===== config.mk =====
export PLATFORM = sky130hd
export DESIGN_NAME = cafea_msg_tx_flat
export DESIGN_NICKNAME = d
export VERILOG_FILES = /design/src/rtl/cafea_pkg.sv /design/src/rtl/cafea_msg_tx_if.sv /design/src/rtl/cafea_msg_rom.sv /design/src/rtl/cafea_msg_tx.sv /design/src/flat_wrapper.sv
export SDC_FILE = /design/constraint.sdc
export NUM_CORES = 1
export LEC_CHECK = 0
export CORE_UTILIZATION = 24
export DETAILED_ROUTE_END_ITERATION = 8
export GPL_ROUTABILITY_DRIVEN = 1
export GPL_TIMING_DRIVEN = 0
export PLACE_DENSITY = 0.5
export SLEW_MARGIN = 15
export SYNTH_ARGS = -nofsm -noshare
export SYNTH_HDL_FRONTEND = slang
export SYNTH_SLANG_ARGS = --single-unit

===== constraint.sdc =====
create_clock -name clk -period 3.95 [get_ports clk]
set_input_delay 0.5925 -clock clk [delete_from_list [all_inputs] [get_ports clk]]
set_output_delay 0.5925 -clock clk [all_outputs]
set_load 0.03 [all_outputs]

===== src/rtl/cafea_pkg.sv =====
// Shared coffee-machine definitions: status codes, ASCII line terminators
// and the message-transmitter state encoding.
package cafea_pkg;

  localparam logic [3:0] MSG_WELCOME   = 4'd0;
  localparam logic [3:0] MSG_CHOOSE    = 4'd1;
  localparam logic [3:0] MSG_COFEE     = 4'd2;
  localparam logic [3:0] MSG_CIOCO     = 4'd3;
  localparam logic [3:0] MSG_MILK      = 4'd4;
  localparam logic [3:0] MSG_SUGAR     = 4'd5;
  localparam logic [3:0] MSG_COIN      = 4'd6;
  localparam logic [3:0] MSG_FUNDS     = 4'd7;
  localparam logic [3:0] MSG_READY     = 4'd8;
  localparam logic [3:0] MSG_MILK_SEL  = 4'd9;
  localparam logic [3:0] MSG_SUGAR_SEL = 4'd10;

  localparam logic [7:0] ASCII_CR = 8'h0D;
  localparam logic [7:0] ASCII_LF = 8'h0A;

  typedef enum logic [1:0] {
    IDLE,
    SEND,
    CR,
    LF
  } tx_state_t;

endpackage


===== src/rtl/cafea_msg_tx_if.sv =====
// Valid/ready byte stream from the message transmitter to a UART/LCD sink.
interface cafea_msg_tx_if;

  logic [7:0] tx_data;
  logic       tx_valid;
  logic       tx_ready;

  modport master (
    output tx_data,
    output tx_valid,
    input  tx_ready
  );

  modport slave (
    input  tx_data,
    input  tx_valid,
    output tx_ready
  );

endinterface


===== src/rtl/cafea_msg_rom.sv =====
// Text table for the status codes: (code, idx) -> ASCII character, code -> length.
// Unused codes 11..15 fall back to the welcome text.
module cafea_msg_rom
  import cafea_pkg::*;
#(
  parameter int MAX_LEN = 20,
  parameter int IDX_W   = $clog2(MAX_LEN + 1)
) (
  input  logic [3:0]       code,
  input  logic [IDX_W-1:0] idx,
  output logic [7:0]       chr,
  output logic [IDX_W-1:0] len
);

  localparam int TW = 8 * MAX_LEN;

  logic [TW-1:0]    str_bits;
  logic [IDX_W-1:0] shift;

  // Strings sit right-justified, so the first character is the most significant used byte
  always_comb begin
    str_bits = TW'("Welcome");
    len      = IDX_W'(7);
    case (code)
      MSG_CHOOSE:    begin str_bits = TW'("Choose");               len = IDX_W'(6);  end
      MSG_COFEE:     begin str_bits = TW'("COFEE");                len = IDX_W'(5);  end
      MSG_CIOCO:     begin str_bits = TW'("CIOCO");                len = IDX_W'(5);  end
      MSG_MILK:      begin str_bits = TW'("EXTRA MILK?");          len = IDX_W'(11); end
      MSG_SUGAR:     begin str_bits = TW'("EXTRA SUGAR?");         len = IDX_W'(12); end
      MSG_COIN:      begin str_bits = TW'("INSERT COIN");          len = IDX_W'(11); end
      MSG_FUNDS:     begin str_bits = TW'("INSUFICIENT FUNDS");    len = IDX_W'(17); end
      MSG_READY:     begin str_bits = TW'("READY");                len = IDX_W'(5);  end
      MSG_MILK_SEL:  begin str_bits = TW'("EXTRA MILK SELECTED");  len = IDX_W'(19); end
      MSG_SUGAR_SEL: begin str_bits = TW'("EXTRA SUGAR SELECTED"); len = IDX_W'(20); end
      default:       begin end
    endcase
  end

  assign shift = len - idx - IDX_W'(1);
  assign chr   = 8'(str_bits >> {shift, 3'b000});

endmodule


===== src/rtl/cafea_msg_tx.sv =====
// Turns each new coffee-machine status code into its ASCII text line and
// streams it one byte per valid/ready handshake, optionally followed by CR LF.
module cafea_msg_tx
  import cafea_pkg::*;
#(
  parameter int MAX_LEN = 20,
  parameter bit EOL_EN  = 1'b1
) (
  input  logic                  clk,
  input  logic                  rst,
  input  logic [3:0]            msg,
  cafea_msg_tx_if.master        tx,
  output logic                  busy,
  output logic [7:0]            lines
);

  localparam int IDX_W = $clog2(MAX_LEN + 1);

  tx_state_t        state_q, state_d;
  logic [IDX_W-1:0] idx_q, idx_d;
  logic [3:0]       last_code_q, last_code_d;
  logic             last_valid_q, last_valid_d;
  logic [3:0]       pend_code_q, pend_code_d;
  logic             pend_valid_q, pend_valid_d;
  logic [7:0]       lines_q, lines_d;
  logic [7:0]       rom_chr;
  logic [IDX_W-1:0] rom_len;
  logic             accept;
  logic             line_done;

  cafea_msg_rom #(
    .MAX_LEN (MAX_LEN),
    .IDX_W   (IDX_W)
  ) u_rom (
    .code (last_code_q),
    .idx  (idx_q),
    .chr  (rom_chr),
    .len  (rom_len)
  );

  assign busy        = (state_q != IDLE);
  assign accept      = busy && tx.tx_ready;
  assign tx.tx_valid = busy;
  assign lines       = lines_q;

  always_comb begin
    case (state_q)
      SEND:    tx.tx_data = rom_chr;
      CR:      tx.tx_data = ASCII_CR;
      LF:      tx.tx_data = ASCII_LF;
      default: tx.tx_data = 8'h00;
    endcase
  end

  always_ff @(posedge clk) begin
    if (rst) begin
      state_q      <= IDLE;
      idx_q        <= '0;
      last_code_q  <= '0;
      last_valid_q <= 1'b0;
      pend_code_q  <= '0;
      pend_valid_q <= 1'b0;
      lines_q      <= '0;
    end else begin
      state_q      <= state_d;
      idx_q        <= idx_d;
      last_code_q  <= last_code_d;
      last_valid_q <= last_valid_d;
      pend_code_q  <= pend_code_d;
      pend_valid_q <= pend_valid_d;
      lines_q      <= lines_d;
    end
  end

  always_comb begin
    state_d      = state_q;
    idx_d        = idx_q;
    last_code_d  = last_code_q;
    last_valid_d = last_valid_q;
    pend_code_d  = pend_code_q;
    pend_valid_d = pend_valid_q;
    lines_d      = lines_q;
    line_done    = 1'b0;

    case (state_q)
      IDLE: begin
        if (!last_valid_q || (msg != last_code_q)) begin
          state_d      = SEND;
          last_code_d  = msg;
          last_valid_d = 1'b1;
          idx_d        = '0;
        end
      end
      SEND: begin
        if (accept) begin
          if (idx_q == rom_len - IDX_W'(1)) begin
            if (EOL_EN) state_d = CR;
            else        line_done = 1'b1;
          end else begin
            idx_d = idx_q + IDX_W'(1);
          end
        end
      end
      CR: begin
        if (accept) state_d = LF;
      end
      LF: begin
        if (accept) line_done = 1'b1;
      end
      default: state_d = IDLE;
    endcase

    // Only the newest differing code is remembered; returning to the current code cancels it
    if (busy) begin
      pend_valid_d = (msg != last_code_q);
      pend_code_d  = msg;
    end

    // A pending code starts its line on the same edge, so there is no idle gap between lines
    if (line_done) begin
      lines_d      = lines_q + 8'd1;
      pend_valid_d = 1'b0;
      if (pend_valid_q) begin
        state_d     = SEND;
        last_code_d = pend_code_q;
        idx_d       = '0;
      end else begin
        state_d = IDLE;
      end
    end
  end

endmodule


===== src/flat_wrapper.sv =====
// flat-port wrapper written by rule: the top's interface ports become plain ports
module cafea_msg_tx_flat import cafea_pkg::*;
#(
  parameter int MAX_LEN = 20,
  parameter bit EOL_EN  = 1'b1
)
  (clk, rst, msg, busy, lines, tx_tx_data, tx_tx_valid, tx_tx_ready);
  cafea_msg_tx_if tx_i ();
  input  logic clk;
  input  logic rst;
  input  logic [3:0] msg;
  output logic busy;
  output logic [7:0] lines;
  output wire logic [$bits(tx_i.tx_data)-1:0] tx_tx_data;
  output wire logic [$bits(tx_i.tx_valid)-1:0] tx_tx_valid;
  input wire logic [$bits(tx_i.tx_ready)-1:0] tx_tx_ready;
  assign tx_tx_data = tx_i.tx_data;
  assign tx_tx_valid = tx_i.tx_valid;
  assign tx_i.tx_ready = tx_tx_ready;
  cafea_msg_tx #(.MAX_LEN(MAX_LEN), .EOL_EN(EOL_EN)) u_core (.clk(clk), .rst(rst), .msg(msg), .tx(tx_i), .busy(busy), .lines(lines));
endmodule

==> summary.md <==
| Metric | Value |
|---|---|
| Max Cap Violations | `0` |
| Global-route wire length before repair | `25,590 um` |
| Reg2reg end | `u_core.state_q[0]$_SDFFE_PP0P_` |
| Core ar. | `14,040 um2` |
| IO Count | `25` |
| Max Slew Vio Count | `0` |
| Drt total wl | `17,060 um` |
| Worst Path Max Fanout | `8` |
| Setup violators final | `6` |
| Netlist cell types | `75` |
| Synth top cells by count | `o21ai_0, nor2_1, nand2_1` |
| Post-route ant nets | `0` |
| Multiplexer share of the synthesized area | `0.03484` |
| Xor and xnor area share after synthesis | `0.06286` |
| Antenna fix cells | `0` |
| Crit path launch | `u_core.last_code_q[3]$_SDFF_PP0_` |
| Clk Latency, worst-skew pair | `0.26 ns` |
| Gr usage total | `0.2262` |
| Critical path's top delay family | `buffers and inverters` |
| Nets@finish | `589` |
| Hold EP | `u_core.last_valid_q$_SDFFE_PP0P_` |
| Largest family of logic cells by synthesized area | `compound AO/OA/AOI/OAI gates` |
| Design area | `5104 um2` |
| PnR Total Power | `4.074 mW` |
| Synthesized Nets | `518` |
| Outcome | `finished, violations left` |
| CTS Hold Buffers Added | `0` |
| Setup tns final | `-0.6193 ns` |
| Layout Cells excl Fill | `747` |
| Synth Area in Simple Gates | `0.2496` |
| Failing checks | `setup timing` |
| Hold path depth | `2` |
| Min Tclk post-route | `4.127 ns` |
| Count leader, synth | `o21ai_0` |
| LEAKAGE | `1.883 nW` |
| Hold path startpoint | `u_core.last_valid_q$_SDFFE_PP0P_` |
| CP endpoint kind | `primary output` |
| Crit-path slowest cell | `fa_2` |
| Worst clock skew | `0.002505 ns` |
| Fill cells | `1,436` |
| Syn_area_per_cell | `7.009 um2` |
| Worst R2R Setup Slack | `0.97 ns` |
| CTS tree | `yes` |
| Number of global-route vias before repair | `4,166` |
| Crit path cell chain | `buf_6, buf_8, buf_12, clkbuf_16, o21ai_4, o21ai_4, fa_2, buf_6, buf_6, nand3_4, or3_4, o311a_1, o2111ai_2, a21oi_2, a211oi_4, buf_6` |
| DR vias | `4,512` |
| H-tree depth | `1` |
| Total grt overflow | `0` |
| Multi-input logic area | `3131 um2` |
| Share of cells above drive strength 1 | `0.2998` |
| Post-synth ARST share | `0` |
| Worst-Margin Slew | `0.7752 ns` |
| Clock slew at reported path FFs | `0.06 ns` |
| Initial antenna violation count | `0` |
| Period utilization | `1.045` |
| RSZ-0062 raised after global routing | `yes` |
| Hold slack | `0.4724 ns` |
| Layout area overhead | `46.52%` |
| Synth Area in Compound Gates | `0.3628` |
| Number of synthesized flops with an enable pin | `0` |
| CP max stage delay | `0.65 ns` |
| Max rail drop VDD | `270.4 uV` |
| Final Core Density | `0.3635` |
| I/O Buffers | `23` |
| Synth top area share | `0.1437` |
| DRT Pass-1 Iters | `7` |
| R2R cell count | `12` |
| Setup WS post-layout | `-0.1769 ns` |
| Row count | `43` |
| Fmax | `0.2423 GHz` |
| Placed inst area | `3995 um2` |
| Largest net degree at the start of global routing | `14` |
| WP depth | `16` |
| Worst Hold Class | `reg2reg` |
| Post-DP HPWL | `11,760 um` |
| Vias per Instance | `6.040` |
| Largest cells by area after synthesis | `dfxtp_1, o21ai_0, ha_1, nor2_1, a21oi_1` |
| Cell mode on critical path | `buf_6` |
| Root buffer cell | `clkbuf_16` |
| Largest area contributor in the netlist | `dfxtp_1` |
| Pwr dens | `798.2 nW/um2` |
| Synth Flop Type | `dfxtp_1` |
| Num CTS Buffers | `3` |
| Register Area | `506.7 um2` |
| Worst path buffer plus inverter count | `7` |
| Worst r2r src | `u_core.last_code_q[1]$_SDFF_PP0_` |
| Fraction of the mapped netlist area in adder cells | `0.05244` |
| Setup slack after placement | `-1.680 ns` |
| Die span in y | `122.5 um` |
| Clock Sinks | `25` |
| Remaining DRCs | `0` |
| FF+latch count, synth | `25` |
| Post-synthesis instance total | `497` |
| Final hold vios | `0` |
| GPL Wtd Cong | `0.9532` |
| Die W | `122.5 um` |
| Placed Instances | `700` |
| Worst Path Arrival | `3.53 ns` |
| Initial Util | `0.2481` |
| CP startpoint kind | `register` |
| Rel. slew slack | `0.4832` |
| Critical path required time | `3.36 ns` |
| Register area share after synthesis | `0.1437` |
| Clock buffer depth | `2` |
| DR iter-0 viols | `489` |
| CP Class | `reg2out` |
| Yosys warnings | `0` |
| Synthesized cell area | `3483 um2` |
| Die area | `15,000 um2` |
| DR WL/cell | `22.84 um` |
-- cell type report --
type / count / area share
well taps: 180 / 0.04413
inverters: 17 / 0.01275
clock buffers: 4 / 0.01544
flip-flops and latches: 25 / 0.09929
repair buffers: 70 / 0.1277
multi-input cells: 400 / 0.6134
plain buffers: 51 / 0.08728
-- worst min-delay path, cell delays in order (launching register included) --
cell and delay (ns):
dfxtp_1 0.31, nor2_1 0.08, nor2_1 0.04
-- kinds of logic after synthesis --
group / Yosys count
AO/OA/AOI/OAI: 180
AND/OR/NAND/NOR: 168
buffers and inverters: 72
XOR/XNOR: 25
flip-flops: 25
adder cells (fa/ha/maj): 14
multiplexers: 12
other: 1
-- what timing repair did --
item / CTS / global route
endpoints found under the hold margin: 0 / 0
pin swaps: 30 / 27
setup endpoints to repair: 7 / 7
gates resized for setup: 166 / 44
setup buffers: 30 / 16
cloned: 2 / 0
-- report_power, final --
part	switching (mW)	leakage, nW	total [mW]	internal (mW)
combinational	2.05	1.64	3.52	1.46
sequential	0.0337	0.205	0.327	0.294
clock	0.0916	0.0382	0.230	0.138
-- worst max-delay path by stage --
stage	endpoint	slack (ns)
after floorplan	tx_tx_data[4]	0.04
after global placement	tx_tx_data[1]	-1.74
after detailed placement	tx_tx_data[1]	-1.68
after CTS	tx_tx_data[4]	-0.12
after global routing	tx_tx_data[4]	-0.25
final	tx_tx_data[1]	-0.18
-- cell usage in the layout, fill, tap and decap left out, drive strengths merged, types with 6 or more instances in the layout --
cell type,Yosys,routed
a211oi,9,9
a21o,7,7
a21oi,28,28
a221oi,6,6
a311oi,7,7
a31oi,10,10
buf,28,83
clkbuf,27,26
clkdlybuf4s50,0,16
dfxtp,25,25
ha,13,13
inv,16,16
mux2i,11,11
nand2,33,33
nand2b,14,14
nand3,19,19
nand4,7,7
nor2,42,42
nor2b,8,8
nor3,13,13
o211ai,7,7
o21ai,42,42
o22ai,9,9
o31ai,6,6
xnor2,10,10
xor2,15,15
-- metal layers --
layer / GRT usage / vias to the layer above / part of all wire
met4: 0.09909 / 0 / 0.045
met5: 0 / - / 0
met2: 0.3652 / 319 / 0.46
met3: 0.04368 / 67 / 0.10
met1: 0.2905 / 2132 / 0.39
li1: - / 1994 / -
-- sequential cells by signal, summed over array words and instances, names as in the netlist --
register / cells
u_core.idx_q: 5
u_core.last_code_q: 4
u_core.last_valid_q: 1
u_core.lines: 8
u_core.pend_code_q: 4
u_core.pend_valid_q: 1
u_core.state_q: 2
No activity file was read; power rests on OpenSTA's default activity.
